## src/rtl/seven_seg_pkg.sv

```systemverilog
// seven_seg_pkg: shared constants, FSM states and display record for the seven-segment scanner
package seven_seg_pkg;
  localparam int NUM_DIGITS = 4;
  localparam int DEF_SCAN_DIV = 1000;
  localparam int DEF_BLANK_CYC = 8;
  typedef enum logic [1:0] {IDLE, BLANK, DRIVE} state_t;
  typedef struct packed {
    logic [4*NUM_DIGITS-1:0] data;
    logic [NUM_DIGITS-1:0]   dp;
    logic [NUM_DIGITS-1:0]   blank;
  } disp_t;
endpackage

```

## src/rtl/seven_seg_scan_ctrl_if.sv

```systemverilog
// seven_seg_scan_ctrl_if: load/data inputs and decoder/anode outputs of the scanner
interface seven_seg_scan_ctrl_if;
  import seven_seg_pkg::*;
  logic                    en;
  logic                    load;
  logic [4*NUM_DIGITS-1:0] data_in;
  logic [NUM_DIGITS-1:0]   dp_in;
  logic [NUM_DIGITS-1:0]   blank_in;
  logic [3:0]              seg_nib;
  logic                    seg_dp;
  logic [NUM_DIGITS-1:0]   an_n;
  logic                    load_ack;
  logic                    frame_start;
  modport master (
    output en, load, data_in, dp_in, blank_in,
    input  seg_nib, seg_dp, an_n, load_ack, frame_start
  );
  modport slave (
    input  en, load, data_in, dp_in, blank_in,
    output seg_nib, seg_dp, an_n, load_ack, frame_start
  );
endinterface

```

## src/rtl/seven_seg_slot_timer.sv

```systemverilog
// seven_seg_slot_timer: per-slot cycle counter flagging the end of the blank phase and of the slot
module seven_seg_slot_timer
  import seven_seg_pkg::*;
#(
  parameter int SCAN_DIV  = DEF_SCAN_DIV,
  parameter int BLANK_CYC = DEF_BLANK_CYC
) (
  input  logic clk,
  input  logic rst_n,
  input  logic run,
  output logic blank_done,
  output logic slot_done
);
  localparam int W = $clog2(SCAN_DIV);
  localparam logic [W-1:0] BLANK_LAST = W'(BLANK_CYC - 1);
  localparam logic [W-1:0] SLOT_LAST = W'(SCAN_DIV - 1);
  logic [W-1:0] cnt;
  // counter is held at zero whenever the scan is not running
  always_ff @(posedge clk)
    if (!rst_n || !run) cnt <= '0;
    else cnt <= slot_done ? '0 : cnt + W'(1);
  assign blank_done = run && cnt == BLANK_LAST;
  assign slot_done = run && cnt == SLOT_LAST;
endmodule

```

## src/rtl/seven_seg_scan_ctrl.sv

```systemverilog
// seven_seg_scan_ctrl: four-digit multiplexed display scanner; define SEVEN_SEG_LZS_EN for leading-zero suppression
module seven_seg_scan_ctrl
  import seven_seg_pkg::*;
#(
  parameter int SCAN_DIV  = DEF_SCAN_DIV,
  parameter int BLANK_CYC = DEF_BLANK_CYC
) (
  input logic clk,
  input logic rst_n,
  seven_seg_scan_ctrl_if.slave bus
);
  localparam int IW = $clog2(NUM_DIGITS);
  state_t state, state_nx;
  logic [IW-1:0] idx, idx_nx;
  disp_t disp, disp_nx, pend;
  logic pending, run, slot_start, commit, blank_done, slot_done;
  logic [NUM_DIGITS-1:0] dark;
  logic [3:0] seg_nib;
  logic seg_dp, load_ack, frame_start;

  assign run = bus.en && state != IDLE;

  seven_seg_slot_timer #(.SCAN_DIV(SCAN_DIV), .BLANK_CYC(BLANK_CYC)) u_timer (
    .clk(clk),
    .rst_n(rst_n),
    .run(run),
    .blank_done(blank_done),
    .slot_done(slot_done)
  );

  // state and digit index registers
  always_ff @(posedge clk)
    if (!rst_n) begin
      state <= IDLE;
      idx <= '0;
    end else begin
      state <= state_nx;
      idx <= idx_nx;
    end

  // a slot starts on enable or after a drive phase; pending data commits only at a digit-0 slot start
  always_comb begin
    slot_start = bus.en && (state == IDLE || (state == DRIVE && slot_done));
    state_nx = !bus.en ? IDLE : slot_start ? BLANK : (state == BLANK && blank_done) ? DRIVE : state;
    idx_nx = (bus.en && state == DRIVE && slot_done) ? idx + IW'(1) : idx;
    commit = slot_start && idx_nx == '0 && pending;
    disp_nx = commit ? pend : disp;
  end

  // shadow/display registers and slot-latched decoder outputs
  always_ff @(posedge clk)
    if (!rst_n) begin
      disp <= '0;
      pend <= '0;
      pending <= 1'b0;
      seg_nib <= '0;
      seg_dp <= 1'b0;
      load_ack <= 1'b0;
      frame_start <= 1'b0;
    end else begin
      disp <= disp_nx;
      pend <= bus.load ? '{data: bus.data_in, dp: bus.dp_in, blank: bus.blank_in} : pend;
      pending <= bus.load || (pending && !commit);
      load_ack <= commit;
      frame_start <= slot_start && idx_nx == '0;
      if (slot_start) begin
        seg_nib <= disp_nx.data[{idx_nx, 2'b00} +: 4];
        seg_dp <= disp_nx.dp[idx_nx];
      end
    end

`ifdef SEVEN_SEG_LZS_EN
  logic [NUM_DIGITS-1:0] lz;
  logic lead;
  // digits from the top stay suppressed while zero with no dp; digit 0 always shows
  always_comb begin
    lz = '0;
    lead = 1'b1;
    for (int i = NUM_DIGITS - 1; i > 0; i--) begin
      lead = lead && disp.data[4*i +: 4] == 4'd0 && !disp.dp[i];
      lz[i] = lead;
    end
  end
  assign dark = disp.blank | lz;
`else
  assign dark = disp.blank;
`endif

  assign bus.an_n = (state == DRIVE && !dark[idx]) ? ~(NUM_DIGITS'(1) << idx) : '1;
  assign bus.seg_nib = seg_nib;
  assign bus.seg_dp = seg_dp;
  assign bus.load_ack = load_ack;
  assign bus.frame_start = frame_start;
endmodule

```

## src/flat_wrapper.sv

```systemverilog
// flat-port wrapper written by rule: the top's interface ports become plain ports
module seven_seg_scan_ctrl_flat import seven_seg_pkg::*;
#(
  parameter int SCAN_DIV  = DEF_SCAN_DIV,
  parameter int BLANK_CYC = DEF_BLANK_CYC
)
  (clk, rst_n, bus_en, bus_load, bus_data_in, bus_dp_in, bus_blank_in, bus_seg_nib, bus_seg_dp, bus_an_n, bus_load_ack, bus_frame_start);
  seven_seg_scan_ctrl_if bus_i ();
  input logic clk;
  input logic rst_n;
  input wire logic [$bits(bus_i.en)-1:0] bus_en;
  input wire logic [$bits(bus_i.load)-1:0] bus_load;
  input wire logic [$bits(bus_i.data_in)-1:0] bus_data_in;
  input wire logic [$bits(bus_i.dp_in)-1:0] bus_dp_in;
  input wire logic [$bits(bus_i.blank_in)-1:0] bus_blank_in;
  output wire logic [$bits(bus_i.seg_nib)-1:0] bus_seg_nib;
  output wire logic [$bits(bus_i.seg_dp)-1:0] bus_seg_dp;
  output wire logic [$bits(bus_i.an_n)-1:0] bus_an_n;
  output wire logic [$bits(bus_i.load_ack)-1:0] bus_load_ack;
  output wire logic [$bits(bus_i.frame_start)-1:0] bus_frame_start;
  assign bus_i.en = bus_en;
  assign bus_i.load = bus_load;
  assign bus_i.data_in = bus_data_in;
  assign bus_i.dp_in = bus_dp_in;
  assign bus_i.blank_in = bus_blank_in;
  assign bus_seg_nib = bus_i.seg_nib;
  assign bus_seg_dp = bus_i.seg_dp;
  assign bus_an_n = bus_i.an_n;
  assign bus_load_ack = bus_i.load_ack;
  assign bus_frame_start = bus_i.frame_start;
  seven_seg_scan_ctrl #(.SCAN_DIV(SCAN_DIV), .BLANK_CYC(BLANK_CYC)) u_core (.clk(clk), .rst_n(rst_n), .bus(bus_i));
endmodule
```

## config.mk

```make
export PLATFORM = sky130hd
export DESIGN_NAME = seven_seg_scan_ctrl_flat
export DESIGN_NICKNAME = d
export VERILOG_FILES = /design/src/rtl/seven_seg_pkg.sv /design/src/rtl/seven_seg_scan_ctrl_if.sv /design/src/rtl/seven_seg_slot_timer.sv /design/src/rtl/seven_seg_scan_ctrl.sv /design/src/flat_wrapper.sv
export SDC_FILE = /design/constraint.sdc
export NUM_CORES = 1
export LEC_CHECK = 0
export ABC_AREA = 1
export CAP_MARGIN = 15
export CELL_PAD_IN_SITES_DETAIL_PLACEMENT = 0
export CELL_PAD_IN_SITES_GLOBAL_PLACEMENT = 1
export CORE_MARGIN = 2
export CORE_UTILIZATION = 30
export DETAILED_ROUTE_END_ITERATION = 16
export GPL_TIMING_DRIVEN = 1
export PLACE_DENSITY_LB_ADDON = 0.15
export SETUP_SLACK_MARGIN = 0.02
export SYNTH_ARGS = -nofsm -noshare
export SYNTH_HDL_FRONTEND = slang
export SYNTH_HIERARCHICAL = 1
export SYNTH_SLANG_ARGS = --single-unit
```

## constraint.sdc

```tcl
create_clock -name clk -period 2 [get_ports clk]
set_input_delay 0.3 -clock clk [delete_from_list [all_inputs] [get_ports clk]]
set_output_delay 0.3 -clock clk [all_outputs]
set_load 0.005 [all_outputs]
```

==> metrics.md <==
| Metric | Value |
|---|---|
| Number of flops mapped to enable cells by yosys | 0 |
| CP startpoint kind | flop |
| Die area | between 10,000 and 15,000 µm² |
| GP Congestion | 0.813 |
| Critical Path RT | ~2.3 ns |
| Post-Layout Cell Count | between 600 and 700 |
| IO Port Bufs | 38 |
| Outcome | complete, but fails checks |
| Delay-heaviest family, CP | simple AND/OR/NAND/NOR gates |
| H-tree level count | 3 |
| Worst-path fanout max | 9 |
| Fmax | ~470 MHz |
| Die height | between 100 and 150 µm |
| Worst EP arrival | 2.40 ns |
| Sequential share of power | 0.474 |
| Worst hold path startpoint | u_core/disp[17] |
| Routed wire length | around 8100 µm |
| IO Pins | 39 |
| YS warnings | 6 |
| Fin crit share | 1.06 |
| CP max-delay cell | dfxtp_2 |
| Clock sink total | 70 |
| Synth cell types | 29 |
| Fin worst setup slack | -0.118 ns |
| Ant. Diodes | 0 |
| Post-synthesis mux area share | 0 |
| Worst Skew | ~0.012 ns |
| Fin crit period | roughly 2.1 ns |
| RSZ-0062 raised after global routing | true |
| Vias per cell | ~4.5 |
| Placed Cells | roughly 620 |
| Initial antenna violation count | 0 |
| Vias in the first global route | about 2,900 |
| Vias | 2,911 |
| CP Capture Type | flop |
| GRT Util Overall | 0.161 |
| Worst skew pair latency | ~0.35 ns |
| CP Buf/Inv Count | 6 |
| Post-route ant nets | 0 |
| Nets | approximately 540 |
| Leak | about 1.9 nW |
| Largest net degree at the start of global routing | 29 |
| Maxcap violations | 0 |
| Hold Path Sink | u_core/disp[17] |
| Worst-path cell chain | ha_4 -> nand2_4 -> nor2_4 -> nand3_2 -> inv_2 -> nand2_2 -> inv_2 -> nand2_2 -> nand2_2 -> nand2_4 -> nor2_4 -> buf_4 -> buf_6 -> nand4_1 -> buf_4 -> buf_4 -> a21oi_1 |
| Post-Synth Adder-Cell Area | 0.0206 |
| Failing checks | negative setup slack |
| Reg2Reg Capture Point | u_core/disp[15] |
| Critical path type | flop to flop |
| Seq/Total Area, Yosys | 0.462 |
| Row count | 36 |
| Max stage delay on crit path | 0.35 ns |
| CTS Root Cell | clkbuf_8 |
| Layout cells sized above 1 | 0.320 |
| Net count after synthesis | 438 |
| Core area | 9770 µm² |
| PD cells | between 600 and 700 nW/µm² |
| RR Startpoint | u_core/u_timer/cnt[1] |
| Initial core utilization | 0.310 |
| Placed wire-length estimate | around 5700 µm |
| Peak supply drop | 400 µV |
| Syn-to-layout area delta | 51.5% |
| Clk pin slew, worst setup/hold paths | around 0.080 ns |
| Clock Path Buffers | 2 |
| Largest family of logic cells by synthesized area | simple AND/OR/NAND/NOR gates |
| Slew Limit Fails | 0 |
| Switching share of power | 0.247 |
| Synth Area in Simple Gates | 0.320 |
| Avg Synthesized Cell Area | around 7.5 µm² |
| First-pass GRT wire length | 13,900 µm |
| Post-synth top flop | dfxtp_1 |
| Final setup viols | 20 |
| Post-Synthesis Cells | about 410 |
| Initial drt markers | between 90 and 100 |
| Worst hold path cell count | 2 |
| DR WL/cell | between 10 and 15 µm |
| Drt pass-1 iters | 4 |
| Chip width | 105 µm |
| Combinational power share | 0.103 |
| CTS Buf Count | 9 |
| Flop2flop setup slack | -0.12 ns |
| Final Hold Vio Count | 0 |
| Slew headroom | 0.716 |
| #FFs+latches synth | 70 |
| Total chip power | about 0.0031 W |
| Share of synthesized registers carrying an async set or reset | 0 |
| Worst min path class | flop to flop |
| Worst Tran Pin Value | 0.425 ns |
| Psw | slightly below 0.0008 W |
| Int Pwr | between 0.002 and 0.0025 W |
| Compound-gate portion of the synthesized area | 0.118 |
| Power share of the clock group | 0.423 |
| Congestion Overflow GR | 0 |
| Reg2Reg Depth | 17 |
| # DRC | 0 |
| Post-Synth XOR/XNOR Area | 0.00578 |
| Synthesized area | approximately 3000 µm² |
| TritonCTS clock tree | done |
## kinds of logic (layout without fill, tap and decap cells)
kind of cell | after synthesis | count (layout)
adders and majority gates | 5 | 5
DFF | 70 | 70
xor gates and xnor gates | 2 | 2
AOI/OAI and AO/OA | 69 | 69
and+or+nand+nor | 206 | 206
buffers and inverters | 53 | 161
## cells in the final DEF (no fill, tap or decap), types with 3 or more instances in the layout
| cell | n |
|---|---|
| nor2_1 | 72 |
| dfxtp_1 | 65 |
| nor2_4 | 3 |
| buf_6 | 4 |
| ha_1 | 4 |
| dfxtp_2 | 5 |
| nand2_2 | 15 |
| nand2_4 | 11 |
| buf_12 | 3 |
| a21oi_1 | 28 |
| nand4_1 | 21 |
| nand3_2 | 27 |
| o21ai_0 | 32 |
| buf_4 | 64 |
| nand2_1 | 35 |
| inv_1 | 28 |
| nand3_1 | 16 |
| clkbuf_8 | 10 |
| inv_2 | 4 |
| clkdlybuf4s50_1 | 33 |
| dlygate4sd2_1 | 5 |
## repair_timing
action                     CTS  global route
setup endpoints to repair   22            36
hold buffers                 0             0
cloned                       2             0
pin swaps                   16            35
setup buffers                8             6
hold endpoints to repair     0             0
gates resized for setup     38            28
## state kept, by name (all words and copies together) (netlist names)
name and count:
u_core/state 2, u_core/pending 1, u_core/bus.frame_start 1, u_core/bus.seg_dp 1
u_core/bus.load_ack 1, u_core/disp 20, u_core/pend 24, u_core/bus.seg_nib 4
u_core/u_timer/cnt 10, u_core/dark 4, u_core/idx 2
## area by class of cell
class / count / area [µm²]
fill: 1005 / 5180
clock inverter: 6 / 92.6
clock buffer: 10 / 138
multi-input combinational: 282 / 1660
tap: 133 / 166
inverter: 34 / 130
sequential: 70 / 1410
timing repair buffer: 111 / 1000
## per-stage QoR
stage	util	TNS [ns]	hold slack (ns)	cell area (µm²)	worst slack, ns
6_report	0.470	-0.987	0.473	4590	-0.118
5_1_grt	0.470	-5.13	0.506	4590	-0.296
4_1_cts	0.457	-1.64	0.471	4460	-0.158
3_5_place_dp	0.411	-12.82	0.459	4020	-0.596
3_3_place_gp	0.411	-12.55	0.452	4020	-0.587
2_1_floorplan	-	-0.0941	0.420	3090	-0.0190
## how the worst max path moves through the flow
stage / startpoint / endpoint / depth (start not counted)
after floorplan: u_core/state[0] / u_core/bus.seg_dp / 19
after global placement: bus_en / u_core/bus.seg_nib[2] / 17
after detailed placement: bus_en / u_core/bus.seg_nib[2] / 20
after CTS: u_core/u_timer/cnt[0] / u_core/bus.seg_dp / 20
after global routing: u_core/u_timer/cnt[1] / u_core/bus.seg_nib[2] / 19
final: u_core/u_timer/cnt[1] / u_core/disp[15] / 17
## worst reg2reg max path, delay by kind of cell, from the launching register on
kind	cells	cell delay [ns]
adder cells (fa/ha/maj)	1	0.15
buffers and inverters	6	0.70
AND/OR/NAND/NOR	9	0.74
AO/OA/AOI/OAI	1	0.12
flip-flops	1	0.35
## metal layers
| layer | vias to the layer above | wire [µm] | global-route usage |
|---|---|---|---|
| met3 | 9 | 231 | 0.0407 |
| li1 | 1550 | - | - |
| met4 | 0 | 79 | 0.0463 |
| met5 | - | 0 | 0 |
| met1 | 1318 | 3810 | 0.200 |
| met2 | 34 | 3990 | 0.274 |
## synth_stat cells (all sizes together) (5+ instances only)
library cell | number | area share
ha | 5 | 0.021
clkbuf | 13 | 0.016
a21oi | 30 | 0.051
buf | 6 | 0.016
nand3 | 45 | 0.080
nand4 | 21 | 0.043
nor2 | 77 | 0.10
dfxtp | 70 | 0.46
nand2 | 61 | 0.090
inv | 33 | 0.041
o21ai | 36 | 0.059
## power by group through the flow
| stage | clock network [W] | registers [W] | logic (W) |
|---|---|---|---|
| finish | 0.00133 | 0.00149 | 0.000322 |
| global route | 0.00142 | 0.00150 | 0.000364 |
| CTS | 0.00137 | 0.00149 | 0.000320 |
| detailed placement | 0 | 0.00152 | 0.000287 |
| global placement | 0 | 0.00152 | 0.000286 |
| floorplan | 0 | 0.00151 | 0.000148 |
(Power assumes the default switching activity.)
